<file path="config.mk">
export PLATFORM = sky130hd
export DESIGN_NAME = debug_abstract_cmd_flat
export DESIGN_NICKNAME = d
export VERILOG_FILES = /design/src/rtl/debug_abstract_cmd_if.sv /design/src/rtl/debug_abstract_cmd.sv /design/src/flat_wrapper.sv
export SDC_FILE = /design/constraint.sdc
export NUM_CORES = 1
export LEC_CHECK = 0
export CAP_MARGIN = 20
export CORE_MARGIN = 2
export CORE_UTILIZATION = 49
export CTS_CLUSTER_DIAMETER = 200
export CTS_CLUSTER_SIZE = 40
export DETAILED_ROUTE_END_ITERATION = 10
export PLACE_DENSITY = 0.86
export SYNTH_ARGS = -nofsm -noshare
export SYNTH_HDL_FRONTEND = slang
export SYNTH_SLANG_ARGS = --single-unit
export TNS_END_PERCENT = 50
</file>
<file path="constraint.sdc">
create_clock -name iClk -period 4.9 [get_ports iClk]
set_clock_uncertainty 0.2 [all_clocks]
set_input_delay 0.735 -clock iClk [delete_from_list [all_inputs] [get_ports iClk]]
set_output_delay 0.735 -clock iClk [all_outputs]
set_load 0.1 [all_outputs]
</file>
<file path="src/rtl/debug_abstract_cmd_if.sv">
`default_nettype none
// ============================================================================
// Module   : debug_abstract_cmd_if
// Brief    : DM-side and core-side signals of the abstract-command executor
// Revision : 1.0  initial release
// ============================================================================
interface debug_abstract_cmd_if;
    logic        iCmdValid;
    logic [31:0] iCommand;
    logic [2:0]  iCmdErrClr;
    logic        iHalted;
    logic [31:0] iData0;
    logic [31:0] iDpc;
    logic        oBusy;
    logic [2:0]  oCmdErr;
    logic        oData0We;
    logic [31:0] oData0;
    logic        oCommandWe;
    logic [31:0] oCommand;
    logic        oDpcWe;
    logic [31:0] oDpc;
    logic        oRegReq;
    logic        oRegWe;
    logic [4:0]  oRegAddr;
    logic [31:0] oRegWData;
    logic        iRegAck;
    logic [31:0] iRegRData;

    modport slave (
        input  iCmdValid, iCommand, iCmdErrClr, iHalted, iData0, iDpc, iRegAck, iRegRData,
        output oBusy, oCmdErr, oData0We, oData0, oCommandWe, oCommand, oDpcWe, oDpc,
               oRegReq, oRegWe, oRegAddr, oRegWData
    );

    modport master (
        output iCmdValid, iCommand, iCmdErrClr, iHalted, iData0, iDpc, iRegAck, iRegRData,
        input  oBusy, oCmdErr, oData0We, oData0, oCommandWe, oCommand, oDpcWe, oDpc,
               oRegReq, oRegWe, oRegAddr, oRegWData
    );
endinterface
`default_nettype wire

</file>
<file path="src/rtl/debug_abstract_cmd.sv">
`default_nettype none
// ============================================================================
// Module   : debug_abstract_cmd
// Brief    : Access Register abstract-command executor (GPR / dpc) for the DM
// Revision : 1.0  initial release
// ============================================================================
module debug_abstract_cmd #(
    parameter int TIMEOUT = 64
) (
    input  wire logic           iClk,
    input  wire logic           nRst,
    debug_abstract_cmd_if.slave bus
);
    localparam int          c_CNT_W     = (TIMEOUT > 1) ? $clog2(TIMEOUT) : 1;
    localparam logic [c_CNT_W-1:0] c_CNT_LAST = c_CNT_W'(TIMEOUT - 1);
    localparam logic [15:0] c_REGNO_DPC = 16'h07B1;

    typedef enum logic [1:0] {
        IDLE  = 2'd0,
        CHECK = 2'd1,
        REQ   = 2'd2,
        DONE  = 2'd3
    } state_t;

    state_t               r_state;
    logic [31:0]          r_cmd;
    logic [c_CNT_W-1:0]   r_cnt;
    logic                 r_busy;
    logic [2:0]           r_cmdErr;
    logic                 r_data0We;
    logic [31:0]          r_data0;
    logic                 r_commandWe;
    logic [31:0]          r_command;
    logic                 r_dpcWe;
    logic [31:0]          r_dpc;
    logic                 r_regReq;
    logic                 r_regWe;
    logic [4:0]           r_regAddr;
    logic [31:0]          r_regWData;

    logic [15:0]          w_regno;
    logic                 w_isGpr;
    logic                 w_isDpc;
    logic [2:0]           w_chkErr;

    assign w_regno = r_cmd[15:0];
    assign w_isGpr = (w_regno[15:5] == 11'h080);
    assign w_isDpc = (w_regno == c_REGNO_DPC);

    // First failing check wins; halted is checked last so format errors dominate.
    always_comb begin
        w_chkErr = 3'd0;
        if ((r_cmd[31:24] != 8'd0) || (r_cmd[22:20] != 3'd2) || r_cmd[18])
            w_chkErr = 3'd2;
        else if (r_cmd[17] && !w_isGpr && !w_isDpc)
            w_chkErr = 3'd3;
        else if (!bus.iHalted)
            w_chkErr = 3'd4;
    end

    always_ff @(posedge iClk or negedge nRst) begin
        if (!nRst) begin
            r_state     <= IDLE;
            r_cmd       <= 32'd0;
            r_cnt       <= '0;
            r_busy      <= 1'b0;
            r_cmdErr    <= 3'd0;
            r_data0We   <= 1'b0;
            r_data0     <= 32'd0;
            r_commandWe <= 1'b0;
            r_command   <= 32'd0;
            r_dpcWe     <= 1'b0;
            r_dpc       <= 32'd0;
            r_regReq    <= 1'b0;
            r_regWe     <= 1'b0;
            r_regAddr   <= 5'd0;
            r_regWData  <= 32'd0;
        end else begin
            r_data0We   <= 1'b0;
            r_commandWe <= 1'b0;
            r_dpcWe     <= 1'b0;

            // Clear first so that any error set later in this cycle overrides it.
            r_cmdErr <= r_cmdErr & ~bus.iCmdErrClr;
            if (bus.iCmdValid && r_busy && (r_cmdErr == 3'd0))
                r_cmdErr <= 3'd1;

            case (r_state)
                IDLE: begin
                    if (bus.iCmdValid && (r_cmdErr == 3'd0)) begin
                        r_cmd   <= bus.iCommand;
                        r_busy  <= 1'b1;
                        r_state <= CHECK;
                    end
                end
                CHECK: begin
                    if (w_chkErr != 3'd0) begin
                        if (r_cmdErr == 3'd0)
                            r_cmdErr <= w_chkErr;
                        r_busy  <= 1'b0;
                        r_state <= IDLE;
                    end else if (!r_cmd[17]) begin
                        r_state <= DONE;
                    end else if (w_isDpc) begin
                        if (r_cmd[16]) begin
                            r_dpcWe <= 1'b1;
                            r_dpc   <= bus.iData0;
                        end else begin
                            r_data0We <= 1'b1;
                            r_data0   <= bus.iDpc;
                        end
                        r_state <= DONE;
                    end else if (r_cmd[16] && (w_regno[4:0] == 5'd0)) begin
                        r_state <= DONE;
                    end else begin
                        r_regReq   <= 1'b1;
                        r_regWe    <= r_cmd[16];
                        r_regAddr  <= w_regno[4:0];
                        r_regWData <= bus.iData0;
                        r_cnt      <= '0;
                        r_state    <= REQ;
                    end
                end
                REQ: begin
                    if (bus.iRegAck) begin
                        r_regReq <= 1'b0;
                        if (!r_regWe) begin
                            r_data0We <= 1'b1;
                            r_data0   <= bus.iRegRData;
                        end
                        r_state <= DONE;
                    end else if (r_cnt == c_CNT_LAST) begin
                        r_regReq <= 1'b0;
                        if (r_cmdErr == 3'd0)
                            r_cmdErr <= 3'd3;
                        r_busy  <= 1'b0;
                        r_state <= IDLE;
                    end else begin
                        r_cnt <= r_cnt + c_CNT_W'(1);
                    end
                end
                DONE: begin
                    if (r_cmd[19]) begin
                        r_commandWe <= 1'b1;
                        r_command   <= {r_cmd[31:16], w_regno + 16'd1};
                    end
                    r_busy  <= 1'b0;
                    r_state <= IDLE;
                end
                default: r_state <= IDLE;
            endcase
        end
    end

    assign bus.oBusy      = r_busy;
    assign bus.oCmdErr    = r_cmdErr;
    assign bus.oData0We   = r_data0We;
    assign bus.oData0     = r_data0;
    assign bus.oCommandWe = r_commandWe;
    assign bus.oCommand   = r_command;
    assign bus.oDpcWe     = r_dpcWe;
    assign bus.oDpc       = r_dpc;
    assign bus.oRegReq    = r_regReq;
    assign bus.oRegWe     = r_regWe;
    assign bus.oRegAddr   = r_regAddr;
    assign bus.oRegWData  = r_regWData;
endmodule
`default_nettype wire

</file>
<file path="src/flat_wrapper.sv">
// flat-port wrapper written by rule: the top's interface ports become plain ports
module debug_abstract_cmd_flat 
#(
    parameter int TIMEOUT = 64
)
  (iClk, nRst, bus_iCmdValid, bus_iCommand, bus_iCmdErrClr, bus_iHalted, bus_iData0, bus_iDpc, bus_iRegAck, bus_iRegRData, bus_oBusy, bus_oCmdErr, bus_oData0We, bus_oData0, bus_oCommandWe, bus_oCommand, bus_oDpcWe, bus_oDpc, bus_oRegReq, bus_oRegWe, bus_oRegAddr, bus_oRegWData);
  debug_abstract_cmd_if bus_i ();
  input  wire logic iClk;
  input  wire logic nRst;
  input wire logic [$bits(bus_i.iCmdValid)-1:0] bus_iCmdValid;
  input wire logic [$bits(bus_i.iCommand)-1:0] bus_iCommand;
  input wire logic [$bits(bus_i.iCmdErrClr)-1:0] bus_iCmdErrClr;
  input wire logic [$bits(bus_i.iHalted)-1:0] bus_iHalted;
  input wire logic [$bits(bus_i.iData0)-1:0] bus_iData0;
  input wire logic [$bits(bus_i.iDpc)-1:0] bus_iDpc;
  input wire logic [$bits(bus_i.iRegAck)-1:0] bus_iRegAck;
  input wire logic [$bits(bus_i.iRegRData)-1:0] bus_iRegRData;
  output wire logic [$bits(bus_i.oBusy)-1:0] bus_oBusy;
  output wire logic [$bits(bus_i.oCmdErr)-1:0] bus_oCmdErr;
  output wire logic [$bits(bus_i.oData0We)-1:0] bus_oData0We;
  output wire logic [$bits(bus_i.oData0)-1:0] bus_oData0;
  output wire logic [$bits(bus_i.oCommandWe)-1:0] bus_oCommandWe;
  output wire logic [$bits(bus_i.oCommand)-1:0] bus_oCommand;
  output wire logic [$bits(bus_i.oDpcWe)-1:0] bus_oDpcWe;
  output wire logic [$bits(bus_i.oDpc)-1:0] bus_oDpc;
  output wire logic [$bits(bus_i.oRegReq)-1:0] bus_oRegReq;
  output wire logic [$bits(bus_i.oRegWe)-1:0] bus_oRegWe;
  output wire logic [$bits(bus_i.oRegAddr)-1:0] bus_oRegAddr;
  output wire logic [$bits(bus_i.oRegWData)-1:0] bus_oRegWData;
  assign bus_i.iCmdValid = bus_iCmdValid;
  assign bus_i.iCommand = bus_iCommand;
  assign bus_i.iCmdErrClr = bus_iCmdErrClr;
  assign bus_i.iHalted = bus_iHalted;
  assign bus_i.iData0 = bus_iData0;
  assign bus_i.iDpc = bus_iDpc;
  assign bus_i.iRegAck = bus_iRegAck;
  assign bus_i.iRegRData = bus_iRegRData;
  assign bus_oBusy = bus_i.oBusy;
  assign bus_oCmdErr = bus_i.oCmdErr;
  assign bus_oData0We = bus_i.oData0We;
  assign bus_oData0 = bus_i.oData0;
  assign bus_oCommandWe = bus_i.oCommandWe;
  assign bus_oCommand = bus_i.oCommand;
  assign bus_oDpcWe = bus_i.oDpcWe;
  assign bus_oDpc = bus_i.oDpc;
  assign bus_oRegReq = bus_i.oRegReq;
  assign bus_oRegWe = bus_i.oRegWe;
  assign bus_oRegAddr = bus_i.oRegAddr;
  assign bus_oRegWData = bus_i.oRegWData;
  debug_abstract_cmd #(.TIMEOUT(TIMEOUT)) u_core (.iClk(iClk), .nRst(nRst), .bus(bus_i));
endmodule
</file>
== Word level (Yosys, flattened, before mapping) ==
Index checks and enable logic that the tools add are counted.
Word-level totals
  register bits after elaboration: 182
  input bits: 136
  output and inout bits: 142
  logic and storage cells: 125
Operators by class
  add/sub/neg operators: 2
  equality and inequality tests: 21
  multiplexer cells: 57
  bitwise gates (word level): 5
  reductions and logical operators: 25
Operators with widths (count)
  2-to-1 mux 32 bit: 6
  one-hot mux 32 bit (2 select lines): 1
  2-to-1 mux 6 bit: 6
  2-to-1 mux 3 bit: 9
  2-to-1 mux 1 bit: 23
  adder 16 x 1 -> 16 bit (second input constant): 1
  equality test 16 x 11 -> 1 bit (second input constant): 1
  inequality test 2 bit (second input constant): 8
  AND reduction 7 bit: 2
  2-to-1 mux 2 bit: 6
  one-hot mux 6 bit (2 select lines): 1
  equality test 11 x 8 -> 1 bit (second input constant): 1
  inequality test 2 x 1 -> 1 bit (second input constant): 5
  AND reduction 5 bit: 2
  one-hot mux 2 bit (4 select lines): 1
  nonzero test 8 bit: 1
  adder 6 x 1 -> 6 bit (second input constant): 1
  equality test 6 bit (second input constant): 1
  logical AND 1 bit: 6
  inequality test 3 x 2 -> 1 bit (second input constant): 2
  one-hot mux 3 bit (2 select lines): 1
  AND reduction 2 bit: 3
  AND reduction 6 bit: 1
  zero test 5 bit: 1
  14 further kinds: 20

== Logic depth before layout (Yosys ltp) ==
Gate-level depths: netlist (run 1).
  depth in word-level cells: 9
  depth in mapped cells: 10
  depth with buffers taken out: 7

== Worst setup path before layout (run 1) ==
Ideal clock, no wire load.
  path kind: reg-to-reg
  start point: reg u_core.r_state[1]
  end point: reg u_core.r_regWData[16], in the netlist u_core.bus.oRegWData[16]
  arrival time: 2281 ps
  data required time: 4575 ps
  slack: 2294 ps
  cell stages (with the launch flop): 11
  path through: dfrtp_1 -> inv_1 -> ha_1 -> clkbuf_1 -> and2_1 -> nand4_1 -> a311oi_2 -> nand2b_2 -> buf_6 -> buf_6 -> mux2_4
Between the ends
  word-level cells in the longest chain between the ends: 2
RTL lines
  start: declaration: RTL line debug_abstract_cmd.sv:25  | state_t r_state;
  start signal: assignment: RTL line debug_abstract_cmd.sv:63  | r_state <= IDLE;
  start signal: assignment: RTL line debug_abstract_cmd.sv:93  | r_state <= CHECK;
  start signal: assignment: RTL line debug_abstract_cmd.sv:101  | r_state <= IDLE;
  equality test 2 x 1 -> 1 bit: RTL line debug_abstract_cmd.sv:88  | case (r_state)
  AND reduction 5 bit (no line)
  end signal: assignment: RTL line debug_abstract_cmd.sv:119  | r_regWData <= bus.iData0;
  end: declaration: RTL line debug_abstract_cmd.sv:39  | logic [31:0] r_regWData;
Every way passes these cells.
A chain may end at the register's enable or synchronous reset.

== Worst setup path after layout (run 1) ==
  start point: reg u_core.r_state[1]
  end point: reg u_core.r_regWData[19], in the netlist u_core.bus.oRegWData[19]
The elaborated chain is that of the path after synthesis.

==> metrics.md, run 1 <==
| Metric | Value |
|---|---|
| Initial antenna violation count | 1 |
| Reg clk slew, reported paths | approximately 70 ps |
| CP Class | reg2reg |
| H-tree levels | 4 |
| Area grow syn2layout | 45.59% |
| Layout Nets | between 1000 and 1500 |
| Critical Path Sink Type | flop |
| First-pass GRT wire length | 32.91 mm |
| Max-Cap Viols | 0 |
| Data required time of the worst path | ~5000 ps |
| WL/cell | 18.39 um |
| Max IR drop VDD | approximately 490 uV |
| Final min period | around 3500 ps |
| Main synth FF type | dfrtp_1 |
| Slew HR | about a quarter |
| Yosys warns | 0 |
| Die W | about 130 um |
| Cells after Synth | roughly 620 |
| Seq/Total Area, Yosys | a little under three fifths |
| Slowest cell delay on critical path | roughly 700 ps |
| CP top delay family | simple AND/OR/NAND/NOR gates |
| Worst path slowest cell | nand2b_2 |
| Largest area contributor in the netlist | dfrtp_1 |
| Vias per cell | 5.357 |
| Vias | 6011 |
| Share of cells above drive strength 1 | a little under a fifth |
| Largest net degree at the start of global routing | between 100 and 150 |
| Pleak | about 5 nW |
| Syn Area/Cell | 12.83 um2 |
| Clk root buf | clkbuf_16 |
| Fin Setup TNS | 0 ps |
| Synth unique cells | 54 |
| WP data arrival | 3630 ps |
| Setup violators final | 0 |
| # rows | 46 |
| Clk sinks | between 150 and 200 |
| Max Freq | 283.5 MHz |
| Synth area leaders | dfrtp_1, mux2_2, mux2i_1, a31oi_1, a21oi_1 |
| Core area | 15890 um2 |
| Worst-Margin Slew | roughly 1100 ps |
| Residual DRC count | 0 |
| CTS tree | built |
| Syn_nets | ~770 |
| 1st-pass router iterations | 4 |
| RSZ-0062 raised after global routing | no |
| Area of the multi-input gates | about 3200 um2 |
| CTS max path bufs | 2 |
| Pwr Density | just over 500 nW/um2 |
| Final WL | approximately 21 mm |
| CTS buffer count | 17 |
| Worst min-delay path class | reg2reg |
| Hold_ws | 269.1 ps |
| Fin crit share | a little under three quarters |
| Post-DP HPWL | about 15 mm |
| Synth top area share | a little under three fifths |
| Setup Fix Bufs, Post-CTS | 0 |
| Drt initial violations | 260 |
| Final Slew Violations | 0 |
| EDFF count, synth | 0 |
| Register bit total from synthesis | around 180 |
| Fillers | 1102 |
| Register area | between 4000 and 5000 um2 |
| GRT overflow | 0 |
| Post-route cell area | about 12000 um2 |
| Status | complete, no violations |
| Routed Antenna Nets | 0 |
| Die Y | between 100 and 150 um |
| I/O pin cnt | around 280 |
| Initial Utilization | between 50% and 60% |
| Post-layout util | between 70 and 80% |
| Cells along the critical path | inv_1, ha_1, and2_1, nand4_1, a311oi_2, nand2b_2, mux2_4 |
| Async set-reset flop share out of synthesis | 100.0% |
| IO Port Bufs | roughly 280 |
| Commonest non-fill, non-tap cell in the layout | clkdlybuf4s50_1 |
| CP max FO | 39 |
| GP Congestion | around 0.79 |
| All-Layer GR Usage | 24.04% |
| Hold Vio Cnt, Final | 0 |
| Vias in the first global route | roughly 6200 |
| Post-Syn Area | 7981 um2 |
| Clock Latency Late Sink | between 400 and 500 ps |
| Die area | approximately 17000 um2 |
| Most frequent cells in the layout | clkdlybuf4s50_1, dfrtp_1, mux2_2 |
| Dpl cell area | around 11000 um2 |
| CP Launch Type | flop |
| WP buf/inv | 1 |
where the power goes:
part | internal (mW) | switching (mW) | leakage [nW] | total, mW
Clock | 0.875 | 0.588 | 0.313 | 1.46
Combinational | 0.746 | 1.68 | 2.28 | 2.43
Sequential | 1.79 | 0.299 | 2.37 | 2.09
Total | 3.41 | 2.57 | 4.97 | 5.98
flip-flops by register name, summed over array words and instances, names as in the netlist, 2 cells and up:
| signal | count |
|---|---|
| u_core.r_cnt | 6 |
| u_core.bus.oData0 | 32 |
| u_core.bus.oCmdErr | 3 |
| u_core.bus.oRegAddr | 5 |
| u_core.bus.oDpc | 32 |
| u_core.bus.oCommand | 32 |
| u_core.bus.oRegWData | 32 |
| u_core.r_state | 2 |
| u_core.r_cmd | 32 |
cell type report:
class,count,share of cell area (%)
sequential,182,39.19
multi-input combinational,391,27.82
timing repair buffer,286,24.76
clock buffer,19,3.812
tap,216,2.326
clock inverter,13,1.615
inverter,14,0.4522
antenna,1,0.02154
worst register-to-register path, cell delays in order, from the launching register on:
cell,delay (ps)
dfrtp_1,400
inv_1,110
ha_1,420
and2_1,210
nand4_1,230
a311oi_2,540
nand2b_2,710
mux2_4,570
cell families (layout without fill, tap and decap cells):
family	count (synthesis)	count (layout)	share of synthesized area, %
muxes	149	149	20.94
AOI/OAI and AO/OA	118	118	9.155
DFF	182	182	57.06
buffers and inverters	49	332	2.806
and+or+nand+nor	102	102	7.242
xor gates and xnor gates	14	14	1.536
adders and majority gates	8	8	1.254
other	0	1	0
layer usage:
layer | up-vias | wire length (um) | GRT usage, %
met5 | - | 0 | 0
met4 | 0 | 555 | 9.843
met3 | 37 | 1167 | 5.671
met2 | 229 | 10240 | 40.40
met1 | 2919 | 8672 | 29.96
li1 | 2826 | - | -
cells in the mapped netlist, types with 3 or more instances:
master / count
a21oi_1: 38
a31oi_1: 33
and2_1: 3
and3_1: 3
buf_2: 11
buf_4: 3
clkbuf_1: 18
dfrtp_1: 182
ha_1: 8
inv_1: 14
mux2_2: 107
mux2_4: 9
mux2i_1: 32
nand2_1: 34
nand2b_1: 4
nand3_1: 13
nand4_1: 9
nor2_1: 7
nor2b_1: 3
nor3_1: 6
nor4_1: 4
nor4_2: 3
o21ai_0: 27
xnor2_1: 8
xor2_1: 6
through the flow:
stage               std cells  total power, mW  setup WS [ps]
global placement         1087            4.467           1213
finish                   1122            5.979           1372
detailed placement       1087            4.523           1130
global route             1122            6.234           1229
CTS                      1119            6.000           1383
floorplan                 622            3.847           2294
worst paths after layout:
| check | from | endpoint | slack (ps) | cells after the start |
|---|---|---|---|---|
| max | u_core.r_state[1] | u_core.bus.oRegWData[19] | 1370 | 7 |
| min | u_core.bus.oCommand[19] | u_core.bus.oCommand[19] | 270 | 1 |
| max reg2reg | u_core.r_state[1] | u_core.bus.oRegWData[19] | 1370 | 7 |
| min reg2reg | u_core.bus.oCommand[19] | u_core.bus.oCommand[19] | 270 | 1 |
| max in group asynchronous | nRst | u_core.bus.oData0[30] | 3240 | 3 |
| min in group asynchronous | nRst | u_core.bus.oDpc[22] | 560 | 2 |
timing repair:
item / in CTS / in global routing
resized for setup: 0 / 0
hold endpoints to repair: 0 / 2
hold buffers: 0 / 1
No activity file was read; power rests on OpenSTA's default activity.
==> inputs of run 2 (changes only) <==
--- a/config.mk
+++ b/config.mk
@@ -7,11 +7,11 @@
 export LEC_CHECK = 0
 export CAP_MARGIN = 20
 export CORE_MARGIN = 2
-export CORE_UTILIZATION = 49
+export CORE_UTILIZATION = 41
 export CTS_CLUSTER_DIAMETER = 200
 export CTS_CLUSTER_SIZE = 40
 export DETAILED_ROUTE_END_ITERATION = 10
-export PLACE_DENSITY = 0.86
+export PLACE_DENSITY = 0.77
 export SYNTH_ARGS = -nofsm -noshare
 export SYNTH_HDL_FRONTEND = slang
 export SYNTH_SLANG_ARGS = --single-unit
==> constraint.sdc (replaced) <==
create_clock -name iClk -period 3 [get_ports iClk]
set_clock_uncertainty 0.2 [all_clocks]
set_input_delay 0.45 -clock iClk [delete_from_list [all_inputs] [get_ports iClk]]
set_output_delay 0.45 -clock iClk [all_outputs]
set_load 0.1 [all_outputs]
==> run 2 against run 1 <==
Net effect: total power is 62% higher; fmax is 35% higher; via count is 0.60% lower; non-clock buffer count is 10 higher; flip-flop and latch count stayed put; critical path type unchanged; count of clock-buffer cells in the layout is 2 lower; die area is 19% higher; critical endpoint is now u_core.r_cnt[5].
==> metrics.md, run 2 (synthesis gave the netlist of run 1 again) <==
| Metric | Value |
|---|---|
| Sw frac | 44.22% (was 42.96%) |
| Vias | 5975 (was 6011) |
| Worst-Margin Slew | 674.9 ps (was 1108 ps) |
| Pleak | 5.261 nW (was 4.966 nW) |
| Worst min-delay path class | reg2reg (unchanged) |
| Commonest non-fill, non-tap cell in the layout | dfrtp_1 (was clkdlybuf4s50_1) |
| Pwr Density | 845.7 nW/um2 (was 514.6 nW/um2) |
| CTS buffer count | 17 (unchanged) |
| Share of cells above drive strength 1 | 35.41% (was 18.78%) |
| Worst setup margin | 380.2 ps (was 1372 ps) |
| Final WL | 19.91 mm (was 20.63 mm) |
| Worst Hold Launch | u_core.bus.oCommand[19] (unchanged) |
| 1st-pass router iterations | 4 (unchanged) |
| Die area | 20600 um2 (was 17330 um2) |
| Worst path slowest cell | o41a_1 (was nand2b_2) |
| CP Class | reg2reg (unchanged) |
| N_diodes | 0 (was 1) |
| Clk root buf | clkbuf_16 (unchanged) |
| Die Y | 143.5 um (was 131.6 um) |
| Vias per cell | 5.064 (was 5.357) |
| WP data arrival | 2750 ps (was 3630 ps) |
| Hold Vio Cnt, Final | 0 (unchanged) |
| Layout Nets | 1046 (was 1036) |
| Data required time of the worst path | 3130 ps (was 5000 ps) |
| Post-DP HPWL | 14.66 mm (was 14.78 mm) |
| Core area | 19270 um2 (was 15890 um2) |
| Register area | 4554 um2 (unchanged) |
| Final Slew Violations | 0 (unchanged) |
| Seq pwr share | 35.2% (was 34.9%) |
| Clock network fraction of total power | 23.9% (was 24.5%) |
| All-Layer GR Usage | 19.33% (was 24.04%) |
| Max Freq | 381.7 MHz (was 283.5 MHz) |
| Largest net degree at the start of global routing | 81 (was 111) |
| Max IR drop VDD | 702.6 uV (was 485.4 uV) |
| Internal Power | 5.389 mW (was 3.411 mW) |
| Critical Path Sink Type | flop (unchanged) |
| Slew HR | 54.90% (was 26.12%) |
| Area of the multi-input gates | 3238 um2 (was 3233 um2) |
| Setup Fix Bufs, Post-CTS | 0 (unchanged) |
| Comb pwr share | 40.9% (was 40.6%) |
| Vias in the first global route | 5801 (was 6154) |
| Cells along the critical path | nor4_1, nand3b_1, o41a_1, or2_2, o311ai_1 (was inv_1, ha_1, and2_1, nand4_1, a311oi_2, nand2b_2, mux2_4) |
| CP Launch Type | flop (unchanged) |
| GRT overflow | 0 (unchanged) |
| Max-Cap Viols | 0 (unchanged) |
| Status | complete, no violations (unchanged) |
| Fin Setup TNS | 0 ps (unchanged) |
| Final min period | 2620 ps (was 3528 ps) |
| CP top delay family | simple AND/OR/NAND/NOR gates (unchanged) |
| RSZ-0062 raised after global routing | no (unchanged) |
| WP buf/inv | 0 (was 1) |
| Initial Utilization | 41.42% (was 50.24%) |
| Area grow syn2layout | 43.13% (was 45.59%) |
| Reg clk slew, reported paths | 70 ps (about the same) |
| WL/cell | 16.87 um (was 18.39 um) |
| Worst slack, placed | 158.5 ps (was 1130 ps) |
| CTS max path bufs | 2 (unchanged) |
| Worst r2r src | u_core.r_cmd[9] (was u_core.r_state[1]) |
| Drt initial violations | 244 (was 260) |
| Hold_ws | 273.8 ps (was 269.1 ps) |
| GP Congestion | 0.8164 (was 0.7885) |
| CP startpoint | u_core.r_cmd[9] (was u_core.r_state[1]) |
| Fillers | 1615 (was 1102) |
| Clock Latency Late Sink | 430 ps (about the same) |
| Clk sinks | 182 (unchanged) |
| IO Port Bufs | 277 (unchanged) |
| Post-CTS sizing | 0 (unchanged) |
| # rows | 51 (was 46) |
| Slowest cell delay on critical path | 580 ps (was 700 ps) |
| Most frequent cells in the layout | dfrtp_1, buf_4, clkdlybuf4s50_1 (was clkdlybuf4s50_1, dfrtp_1, mux2_2) |
| Fin crit share | 87.33% (was 71.99%) |
| NetSw | 4.272 mW (was 2.569 mW) |
| Setup violators final | 0 (unchanged) |
| First-pass GRT wire length | 30.93 mm (was 32.91 mm) |
| H-tree levels | 4 (unchanged) |
| I/O pin cnt | 278 (unchanged) |
| Post-layout util | 59.28% (was 73.15%) |
| Initial antenna violation count | 0 (was 1) |
| CP max FO | 8 (was 39) |
| Residual DRC count | 0 (unchanged) |
| CTS tree | built (unchanged) |
| Routed Antenna Nets | 0 (unchanged) |
| Die W | 143.5 um (was 131.6 um) |
[run 2: cell count changes in the layout (fill, tap and decap cells not counted), moves of 3 or more]
cell	before	now
inv_8	0	3
clkdlybuf4s50_1	276	134
buf_4	6	155
inv_6	5	2
clkinv_4	1	5
buf_12	1	5
[run 2: final timing paths]
kind	to	cells after the start	slack (ps)
setup / recovery	u_core.r_cnt[5]	5	380
hold / removal	u_core.bus.oCommand[19]	1	270
setup reg to reg	u_core.r_cnt[5]	5	380
hold reg to reg	u_core.bus.oCommand[19]	1	270
max in group asynchronous	u_core.bus.oData0[14]	3	1440
min in group asynchronous	u_core.bus.oCommand[30]	2	410
[run 2: worst reg2reg max path, cell delays in order, from the launching register on]
cell and delay [ps]:
dfrtp_1 440, nor4_1 390, nand3b_1 250, o41a_1 580, or2_2 380, o311ai_1 280
[run 2: metrics by stage]
step | cell area [um2] | total power [mW] | instances
global placement | 10800 | 7.350 | 1147
CTS | 11420 | 9.753 | 1180
finish | 11420 | 9.660 | 1180
detailed placement | 10800 | 7.406 | 1147
global route | 11420 | 10.13 | 1180
floorplan | 7981 | 6.284 | 622
[run 2: per-layer routing]
metal | track usage (%) | up-vias | part of all wire, %
met5 | 0 | - | 0
met4 | 6.914 | 0 | 1.9
met3 | 4.932 | 24 | 6.3
met2 | 32.78 | 174 | 50
met1 | 23.95 | 2931 | 41
li1 | - | 2846 | -
[run 2: final cells by class]
| cell class | count | area share, % |
|---|---|---|
| clock buffer | 17 | 3.724 |
| tap | 265 | 2.903 |
| sequential | 182 | 39.87 |
| clock inverter | 15 | 1.687 |
| timing repair buffer | 296 | 23.01 |
| inverter | 14 | 0.4600 |
| multi-input combinational | 391 | 28.35 |
[run 2: power by group through the flow]
| stage | registers [mW] | logic (mW) | clock network, mW |
|---|---|---|---|
| finish | 3.40 | 3.95 | 2.31 |
| CTS | 3.39 | 3.99 | 2.38 |
| floorplan | 4.99 | 1.30 | 0 |
| detailed placement | 3.43 | 3.98 | 0 |
| global placement | 3.41 | 3.94 | 0 |
| global route | 3.47 | 4.18 | 2.47 |
[run 2: repair_timing]
action	in CTS	in global routing
endpoints found under the setup margin	0	0
hold buffers	1	0
endpoints found under the hold margin	75	0
==> inputs of run 3 (changes only) <==
--- a/config.mk
+++ b/config.mk
@@ -6,12 +6,15 @@
 export NUM_CORES = 1
 export LEC_CHECK = 0
 export CAP_MARGIN = 20
+export CELL_PAD_IN_SITES_DETAIL_PLACEMENT = 0
+export CELL_PAD_IN_SITES_GLOBAL_PLACEMENT = 1
 export CORE_MARGIN = 2
-export CORE_UTILIZATION = 41
+export CORE_UTILIZATION = 32
 export CTS_CLUSTER_DIAMETER = 200
 export CTS_CLUSTER_SIZE = 40
 export DETAILED_ROUTE_END_ITERATION = 10
-export PLACE_DENSITY = 0.77
+export PLACE_DENSITY_LB_ADDON = 0.1
+export SKIP_CTS_REPAIR_TIMING = 1
 export SYNTH_ARGS = -nofsm -noshare
 export SYNTH_HDL_FRONTEND = slang
 export SYNTH_SLANG_ARGS = --single-unit
==> run 3 against run 2 <==
Net effect: cell area up 0.18%; die area up 27%; first-iteration DRC count rose by 29%; sequential share of layout area down 0.070 points; combinational power barely moved; sequential power barely moved; critical path type unchanged; largest cell class unchanged.
==> metrics.md, run 3 (synthesis gave the netlist of run 1 again) <==
| Metric | Value |
|---|---|
| FF-to-FF setup slack | 250 ps (was 380 ps) |
| Worst Hold Launch | u_core.bus.oCommand[19] (unchanged) |
| Hold Vio Cnt, Final | 0 (unchanged) |
| Most frequent cells in the layout | dfrtp_1, buf_4, clkdlybuf4s50_1 (unchanged) |
| Share of cells above drive strength 1 | 35.05% (was 35.41%) |
| N_diodes | 0 (unchanged) |
| Worst min-delay path class | reg2reg (unchanged) |
| Commonest non-fill, non-tap cell in the layout | dfrtp_1 (unchanged) |
| Pleak | 5.216 nW (was 5.261 nW) |
| Max-Cap Viols | 0 (unchanged) |
| Max IR drop VDD | 545.4 uV (was 702.6 uV) |
| Comb pwr share | 41.4% (was 40.9%) |
| Sw frac | 45.18% (was 44.22%) |
| Power Total | 9.558 mW (was 9.660 mW) |
| Largest net degree at the start of global routing | 67 (was 81) |
| WL/cell | 17.52 um (was 16.87 um) |
| Clock Latency Late Sink | 430 ps (about the same) |
| NetSw | 4.319 mW (was 4.272 mW) |
| Slew HR | 53.19% (was 54.90%) |
| Vias in the first global route | 6036 (was 5801) |
| WP data arrival | 2880 ps (was 2750 ps) |
| Fillers | 2273 (was 1615) |
| Core area | 24390 um2 (was 19270 um2) |
| Vias | 5960 (was 5975) |
| Clk sinks | 182 (unchanged) |
| Worst-Margin Slew | 696.8 ps (was 674.9 ps) |
| Reg clk slew, reported paths | 80 ps (was 70 ps) |
| Die W | 161.9 um (was 143.5 um) |
| Seq pwr share | 35.7% (was 35.2%) |
| CTS max path bufs | 2 (unchanged) |
| Initial Utilization | 32.72% (was 41.42%) |
| R2r endpoint | u_core.bus.oData0[28] (was u_core.r_cnt[5]) |
| Dpl cell area | 10860 um2 (was 10800 um2) |
| Final Slew Violations | 0 (unchanged) |
| Setup violators final | 0 (unchanged) |
| CP Class | reg2reg (unchanged) |
| GRT overflow | 0 (unchanged) |
| Worst r2r src | u_core.r_cmd[11] (was u_core.r_cmd[9]) |
| CP Launch Type | flop (unchanged) |
| Vias per cell | 4.830 (was 5.064) |
| Fin Setup TNS | 0 ps (unchanged) |
| I/O pin cnt | 278 (unchanged) |
| GP Congestion | 0.7960 (was 0.8164) |
| Final WL | 21.62 mm (was 19.91 mm) |
| Data required time of the worst path | 3130 ps (about the same) |
| Fin crit share | 91.63% (was 87.33%) |
| Max Freq | 363.8 MHz (was 381.7 MHz) |
| Hold Path Depth | 1 (unchanged) |
| All-Layer GR Usage | 16.49% (was 19.33%) |
| Post-route cell area | 11440 um2 (was 11420 um2) |
| Hold worst-path end | u_core.bus.oCommand[19] (unchanged) |
| Critical Path Sink Type | flop (unchanged) |
| Fin cells | 1234 (was 1180) |
| Clock network fraction of total power | 22.9% (was 23.9%) |
| RSZ-0062 raised after global routing | no (unchanged) |
| IO Port Bufs | 277 (unchanged) |
| First-pass GRT wire length | 33.96 mm (was 30.93 mm) |
| Clk root buf | clkbuf_16 (unchanged) |
| Initial antenna violation count | 0 (unchanged) |
| Routed Antenna Nets | 0 (unchanged) |
| Post-DP HPWL | 15.92 mm (was 14.66 mm) |
| Area grow syn2layout | 43.38% (was 43.13%) |
| CTS tree | built (unchanged) |
| Internal Power | 5.239 mW (was 5.389 mW) |
| CTS buffer count | 17 (unchanged) |
| Reg2reg path depth | 6 (was 5) |
| Die Y | 161.9 um (was 143.5 um) |
| Status | complete, no violations (unchanged) |
| # rows | 57 (was 51) |
| Layout Nets | 1041 (was 1046) |
| H-tree levels | 4 (unchanged) |
| 1st-pass router iterations | 4 (unchanged) |
| Pwr Density | 835.2 nW/um2 (was 845.7 nW/um2) |
| Placed Instances | 1201 (was 1147) |
| Post-layout util | 46.92% (was 59.28%) |
| Residual DRC count | 0 (unchanged) |
| Die area | 26220 um2 (was 20600 um2) |
| Drt initial violations | 315 (was 244) |
| CP max FO | 64 (was 8) |
| Final min period | 2749 ps (was 2620 ps) |
run 3: cell types whose count changed in the layout (fill, tap and decap cells not counted), sizes merged:
cell,before,now
clkbuf,18,19
buf,160,155
bufinv,2,0
clkinvlp,0,4
inv,19,20
clkinv,8,4
run 3: cell type report:
class | instances | area (um2) | share of cell area, %
Timing Repair Buffer | 291 | 2616 | 22.86
Tap cell | 324 | 405.4 | 3.543
Sequential cell | 182 | 4554 | 39.80
Clock inverter | 14 | 137.6 | 1.203
Multi-Input combinational cell | 391 | 3238 | 28.30
Clock buffer | 18 | 439.2 | 3.838
Inverter | 14 | 52.55 | 0.4592
run 3: critical path: stages, from the launching register on:
cell and delay [ps]:
dfrtp_1 450, nor3_1 450, nand4_1 470, o41ai_4 500
buf_12 310, a21oi_1 110, a31oi_1 160
run 3: metal layers:
layer	part of all wire, %	GRT usage (%)	wire (um)	vias up
met4	1.1	4.103	240	0
li1	-	-	-	2838
met5	0	0	0	-
met3	5.7	4.086	1222	16
met1	46	22.51	9897	2919
met2	47	26.42	10250	187
run 3: power by group through the flow:
stage | Clock (mW) | Combinational, mW | Sequential, mW
after floorplan | 0 | 1.30 | 4.99
after global placement | 0 | 3.95 | 3.43
after detailed placement | 0 | 3.99 | 3.45
after CTS | 2.27 | 4.00 | 3.41
after global routing | 2.39 | 4.19 | 3.50
final | 2.19 | 3.96 | 3.41
run 3: metrics by stage:
step / hold WS [ps] / setup WS, ps
after CTS: -190.8 / 290.7
after detailed placement: 261.2 / 278.7
after global routing: 296.8 / 153.4
after global placement: 253.2 / 316.9
final: 271.9 / 251.0
after floorplan: -45.59 / 393.8
run 3: worst max path at each step:
stage / endpoint / start / slack [ps] / depth (start not counted)
floorplan: u_core.bus.oRegWData[16] / u_core.r_state[1] / 390 / 10
global placement: u_core.bus.oRegWData[18] / bus_iHalted / 320 / 7
detailed placement: u_core.r_cnt[5] / bus_iHalted / 280 / 6
CTS: u_core.bus.oData0[28] / u_core.r_cmd[11] / 290 / 6
global route: u_core.r_cnt[4] / u_core.r_cmd[8] / 150 / 5
finish: u_core.bus.oData0[28] / u_core.r_cmd[11] / 250 / 6
